`src/rtl/ps2_host_tx.sv`:
```
// ps2_host_tx: PS/2 host-to-device command transmitter (inhibit, RTS, shift, parity, ACK, timeout)
module ps2_host_tx #(
  parameter int INHIBIT_CYCLES = 5000,
  parameter int TIMEOUT_CYCLES = 750000
) (
  input  logic       clk,
  input  logic       rst,
  input  logic       tx_valid,
  input  logic [7:0] tx_data,
  output logic       tx_ready,
  output logic       tx_done,
  output logic       tx_error,
  output logic       tx_busy,
  input  logic       ps2_clk_in,
  input  logic       ps2_data_in,
  output logic       ps2_clk_oe,
  output logic       ps2_data_oe
);
  localparam int CW = $clog2((INHIBIT_CYCLES > TIMEOUT_CYCLES ? INHIBIT_CYCLES : TIMEOUT_CYCLES) + 1);
  localparam logic [CW-1:0] INH_LAST = CW'(INHIBIT_CYCLES - 1);
  localparam logic [CW-1:0] TO_LAST  = CW'(TIMEOUT_CYCLES - 1);

  localparam logic [2:0] S_IDLE    = 3'd0;
  localparam logic [2:0] S_INHIBIT = 3'd1;
  localparam logic [2:0] S_RTS     = 3'd2;
  localparam logic [2:0] S_SHIFT   = 3'd3;
  localparam logic [2:0] S_ACK     = 3'd4;
  localparam logic [2:0] S_RELEASE = 3'd5;

  logic [2:0]    r_state;
  logic [CW-1:0] r_cnt;
  logic [9:0]    r_frame;
  logic [3:0]    r_bit;
  logic          r_drive;
  logic          r_done;
  logic          r_err;
  logic          r_clk_oe;
  logic          r_data_oe;
  logic [1:0]    r_clk_sync;
  logic [1:0]    r_data_sync;
  logic          r_clk_prev;

  logic          w_clk_s;
  logic          w_data_s;
  logic          w_fall;
  logic [2:0]    w_state_n;
  logic [CW-1:0] w_cnt_n;
  logic [9:0]    w_frame_n;
  logic [3:0]    w_bit_n;
  logic          w_drive_n;
  logic          w_done_n;
  logic          w_err_n;
  logic          w_clk_oe_n;
  logic          w_data_oe_n;

  assign w_clk_s  = r_clk_sync[1];
  assign w_data_s = r_data_sync[1];
  assign w_fall   = r_clk_prev & ~w_clk_s;

  // Synchronise both PS/2 lines and keep the previous clock sample for fall detection; idle lines are high
  always_ff @(posedge clk or posedge rst)
    if (rst) begin
      r_clk_sync  <= 2'b11;
      r_data_sync <= 2'b11;
      r_clk_prev  <= 1'b1;
    end else begin
      r_clk_sync  <= {r_clk_sync[0], ps2_clk_in};
      r_data_sync <= {r_data_sync[0], ps2_data_in};
      r_clk_prev  <= w_clk_s;
    end

  // Next-state logic; one counter serves as inhibit timer and then as RTS-to-ACK timeout
  always_comb begin
    w_state_n = r_state;
    w_cnt_n   = r_cnt;
    w_frame_n = r_frame;
    w_bit_n   = r_bit;
    w_drive_n = r_drive;
    w_done_n  = 1'b0;
    w_err_n   = 1'b0;
    case (r_state)
      S_IDLE:
        if (tx_valid) begin
          w_state_n = S_INHIBIT;
          w_cnt_n   = '0;
          w_frame_n = {1'b1, ~^tx_data, tx_data};
          w_bit_n   = '0;
          w_drive_n = 1'b0;
        end
      S_INHIBIT:
        if (r_cnt == INH_LAST) begin
          w_state_n = S_RTS;
          w_cnt_n   = '0;
          w_drive_n = 1'b1;
        end else
          w_cnt_n = r_cnt + 1'b1;
      S_RTS, S_SHIFT, S_ACK:
        if (r_cnt == TO_LAST) begin
          w_state_n = S_IDLE;
          w_err_n   = 1'b1;
          w_drive_n = 1'b0;
        end else begin
          w_cnt_n = r_cnt + 1'b1;
          if (r_state == S_RTS)
            w_state_n = S_SHIFT;
          else if (w_fall && r_state == S_SHIFT) begin
            w_drive_n = ~r_frame[0];
            w_frame_n = {1'b0, r_frame[9:1]};
            w_bit_n   = r_bit + 4'd1;
            w_state_n = (r_bit == 4'd9) ? S_ACK : S_SHIFT;
          end else if (w_fall) begin
            w_err_n   = w_data_s;
            w_state_n = w_data_s ? S_IDLE : S_RELEASE;
          end
        end
      S_RELEASE:
        if (w_clk_s && w_data_s) begin
          w_done_n  = 1'b1;
          w_state_n = S_IDLE;
        end
      default: w_state_n = S_IDLE;
    endcase
  end

  // Line enables are derived from the next state so the open-drain outputs come straight from flops
  always_comb begin
    w_clk_oe_n  = (w_state_n == S_INHIBIT);
    w_data_oe_n = (w_state_n == S_INHIBIT && w_cnt_n == INH_LAST) ||
                  ((w_state_n == S_RTS || w_state_n == S_SHIFT) && w_drive_n);
  end

  // State and output registers; reset releases both lines immediately and drops the byte
  always_ff @(posedge clk or posedge rst)
    if (rst) begin
      r_state   <= S_IDLE;
      r_cnt     <= '0;
      r_frame   <= '0;
      r_bit     <= '0;
      r_drive   <= 1'b0;
      r_done    <= 1'b0;
      r_err     <= 1'b0;
      r_clk_oe  <= 1'b0;
      r_data_oe <= 1'b0;
    end else begin
      r_state   <= w_state_n;
      r_cnt     <= w_cnt_n;
      r_frame   <= w_frame_n;
      r_bit     <= w_bit_n;
      r_drive   <= w_drive_n;
      r_done    <= w_done_n;
      r_err     <= w_err_n;
      r_clk_oe  <= w_clk_oe_n;
      r_data_oe <= w_data_oe_n;
    end

  assign tx_ready    = (r_state == S_IDLE);
  assign tx_busy     = ~tx_ready;
  assign tx_done     = r_done;
  assign tx_error    = r_err;
  assign ps2_clk_oe  = r_clk_oe;
  assign ps2_data_oe = r_data_oe;
endmodule

```
`config.mk`:
```
export PLATFORM = sky130hd
export DESIGN_NAME = ps2_host_tx
export DESIGN_NICKNAME = d
export VERILOG_FILES = /design/src/rtl/ps2_host_tx.sv
export SDC_FILE = /design/constraint.sdc
export NUM_CORES = 1
export LEC_CHECK = 0
export CAP_MARGIN = 25
export CORE_ASPECT_RATIO = 0.6
export CORE_MARGIN = 2
export CORE_UTILIZATION = 41
export DETAILED_ROUTE_END_ITERATION = 10
export GPL_ROUTABILITY_DRIVEN = 0
export MAX_ROUTING_LAYER = met4
export PLACE_DENSITY = 0.59
export SYNTH_ARGS = -nofsm -noshare
export SYNTH_HDL_FRONTEND = slang
export SYNTH_SLANG_ARGS = --single-unit
```
`constraint.sdc`:
```
create_clock -name clk -period 3.1 [get_ports clk]
set_input_delay 0.62 -clock clk [delete_from_list [all_inputs] [get_ports clk]]
set_output_delay 0.62 -clock clk [all_outputs]
set_load 0.02 [all_outputs]
```
==> reports/results.tsv <==
stage	metric	value	unit
status	status	finished with violations	
status	violations	setup timing	
die	fp-row-count	22	
drt	dr.pass1.iters	5	
clock_network	clock_path_buffers	2	
die	core	6276	um^2
setup_path	r2r_slack	-0.05	ns
yosys	ys_ff_latch	47	
global_routing	grt_overflow	0	
setup_path	crit_path_end_kind	register	
setup_path	reg2regPathDepth	8	
yosys	yosysSeqAreaShare	43.43	%
pwr	peakVddDrop	0.0001960	V
die	start_util	43.38	%
setup_path	worstPathArrival	3.37	ns
timing	fmax	0.3174	GHz
clock_network	clk_pin_slew	0.09	ns
cells_and_area	nFillCells	581	
die	die_h	67.12	um
global_routing	grt_max_degree	31	
setup_path	crit_type	register to register	
pwr	power	1.086	mW
setup_path	r2r-end	ps2_data_oe	
yosys	ys_warn_count	0	
yosys	synth-edff-count	0	
cells_and_area	drive_above_1_share	22.51	%
min_path	min_to	r_clk_sync[1]	
timing	hold_ws	0.3588	ns
global_routing	antenna_found_initial	0	
setup_path	slowest_stage	or4_4	
cells_and_area	stdcell_area	3382	um^2
setup_path	crit_top_cell	or4_4	
timing	slew_viol_final	0	
cells_and_area	syn2layout_area_growth	24.22	%
timing	hold_viol	0	
min_path	min_from	r_clk_sync[0]	
setup_path	crit_cells	8	
clock_network	cts_sinks	47	
timing	timing.final.crit_share	101.6	%
yosys	synth_flop_cell	dfrtp_1	
timing	fin_skew	0.006319	ns
clock_network	postCtsSetupBuffers	0	
drt	drt-initial-drc-count	209	
yosys	ys_top_cells_by_area	dfrtp_1 (39%), dfstp_2 (4.8%), a21oi_1 (3.9%)	
placement	dp_hpwl	5859	um
setup_path	slowest_delay	0.54	ns
clock_network	cts_tree	yes	
yosys	yosysTopAreaCellShare	38.60	%
setup_path	crit_start	r_cnt[17]	
clock_network	numCtsBuffers	5	
timing	period_needed	3.150	ns
setup_path	cp_top_family	simple AND/OR/NAND/NOR gates	
die	fp.dieW	109.2	um
global_routing	grt_pass1_vias	2285	
yosys	synthCells	289	
yosys	syn_avg_cell_area	9.421	um^2
yosys	synth.distinct_cells	66	
min_path	hold_path_depth	0	
clock_network	cts_root_buffer	clkbuf_8	
clock_network	insertion_delay	0.32	ns
die	io_pins	19	
global_routing	grt_pass1_wl	12260	um
timing	setup_slack	-0.05024	ns
drt	via_per_inst	5.777	
pwr	powerDensity	321.2	nW/um^2
setup_path	reg2reg_from	r_cnt[17]	
setup_path	path_cells	or4_4 -> nor4_4 -> buf_4 -> a21oi_2 -> o221a_1 -> or4_4 -> or4b_4 -> o41ai_4	
timing	setup_viol	1	
drt	post-route-drc-count	0	
drt	drtAntennaViolNets	0	
yosys	synthArstFlopShare	100.0	%
cells_and_area	nets	357	
drt	wl	7577	um
timing	tightest_slew	0.6522	ns
setup_path	path_max_fanout	4	
drt	vias	2461	
setup_path	critPathRequiredTime	3.32	ns
drt	wire_per_inst	17.79	um
timing	grt_setup_unrepaired	yes	
setup_path	crit_path_start_kind	register	
placement	dpl_cell_area	3259	um^2
min_path	min-delay-path-class	register to register	
placement	numPortBuffers	18	
clock_network	h-tree-depth	2	
yosys	yosys.area.top_type	dfrtp_1	
flow_run	drv_cap	0	
yosys	synth_fp_nets	305	
global_routing	grt_usage	23.74	%
cells_and_area	diodes	0	
setup_path	critPathBufInv	1	
die	die_area	7330	um^2
yosys	syn-cell-area	2723	um^2
timing	relSlewSlack	56.06	%
pwr	power_leakage	1.445	nW
[cell usage after synthesis, types with 6 or more instances]
| cell type | count |
|---|---|
| and2_1 | 6 |
| nand2_1 | 28 |
| clkbuf_1 | 8 |
| nor2_1 | 22 |
| a21oi_1 | 21 |
| mux2i_1 | 9 |
| nand4_1 | 6 |
| dfrtp_1 | 42 |
| nand3_1 | 10 |
| o21ai_0 | 19 |
| inv_1 | 9 |
| nor3_1 | 7 |
| xnor2_1 | 7 |
| and4_1 | 6 |
[worst max-delay path by stage]
stage / end / slack [ns]
final: ps2_data_oe / -0.05
after global routing: ps2_data_oe / -0.15
after detailed placement: ps2_data_oe / -0.05
after global placement: ps2_data_oe / 0.04
after CTS: ps2_data_oe / -0.04
after floorplan: ps2_data_oe / 0.006
[placed cells by master (no fill, tap or decap), types with 4 or more instances in the layout]
| master | n |
|---|---|
| nor3b_1 | 4 |
| buf_4 | 38 |
| nor3_1 | 7 |
| and2_1 | 6 |
| a31oi_1 | 4 |
| nand2_1 | 28 |
| a21oi_1 | 20 |
| nor2_1 | 22 |
| nor2b_1 | 4 |
| clkbuf_8 | 5 |
| nand4_1 | 6 |
| mux2i_1 | 9 |
| nand3b_1 | 4 |
| xnor2_1 | 7 |
| dfrtp_1 | 42 |
| dfstp_2 | 5 |
| o21ai_0 | 19 |
| and4_1 | 6 |
| inv_1 | 8 |
| nand3_1 | 10 |
| clkdlybuf4s50_1 | 18 |
[through the flow]
stage	TNS (ns)	std cells	setup WS [ns]	util, %
3_5_place_dp	-0.04501	418	-0.04501	51.93
4_1_cts	-0.04058	426	-0.04058	53.45
5_1_grt	-0.1483	426	-0.1483	53.89
2_1_floorplan	0	289	0.005755	-
3_3_place_gp	0	418	0.04203	51.93
6_report	-0.05024	426	-0.05024	53.89
[cell families (layout without fill, tap and decap cells)]
family	count (synthesis)	count (layout)	share of synthesized area, %
DFF	47	47	43.43
muxes	10	10	3.723
AOI/OAI and AO/OA	76	76	18.93
buffers and inverters	21	74	3.355
xor gates and xnor gates	10	10	3.217
adders and majority gates	3	3	1.379
and+or+nand+nor	122	122	25.96
[registers in the layout (all words and copies together), names as in the netlist]
name         count
r_data_sync      2
tx_error         1
ps2_clk_oe       1
r_frame         10
ps2_data_oe      1
tx_done          1
r_bit            4
r_state          3
r_cnt           20
r_clk_sync       2
r_drive          1
r_clk_prev       1
[area by class of cell]
cell class	count	area [um^2]	share of cell area [%]
Inverter	9	33.78	0.9989
Clock inverter	1	5.005	0.1480
Clock buffer	7	76.32	2.257
Sequential cell	47	1182	34.96
Multi-Input combinational cell	221	1494	44.17
Timing Repair Buffer	57	485.5	14.35
Tap cell	84	105.1	3.108
[worst register-to-register path, stage by stage, from the launching register on]
cell	delay, ns
dfrtp_1	0.38
or4_4	0.54
nor4_4	0.33
buf_4	0.19
a21oi_2	0.07
o221a_1	0.28
or4_4	0.49
or4b_4	0.54
o41ai_4	0.23
[per-layer routing]
| layer | vias to the layer above | GRT usage (%) | wire length [um] |
|---|---|---|---|
| met2 | 97 | 26.63 | 2714 |
| met4 | 0 | 7.595 | 104 |
| li1 | 1167 | - | - |
| met1 | 1186 | 38.39 | 4137 |
| met3 | 11 | 6.458 | 621 |
| met5 | - | - | 0 |
[report_power, final]
part / switching [mW] / leakage [nW] / total (mW) / internal [mW]
registers: 0.00734 / 0.557 / 0.636 / 0.629
clock network: 0.218 / 0.0422 / 0.377 / 0.159
logic: 0.0355 / 0.846 / 0.0730 / 0.0375
[timing repair]
| item | 4_1_cts | 5_1_grt |
|---|---|---|
| hold buffers | 0 | 0 |
| pin swaps | 1 | 1 |
| resized for setup | 3 | 4 |
| endpoints found under the setup margin | 1 | 1 |
No activity file was read; power rests on OpenSTA's default activity.
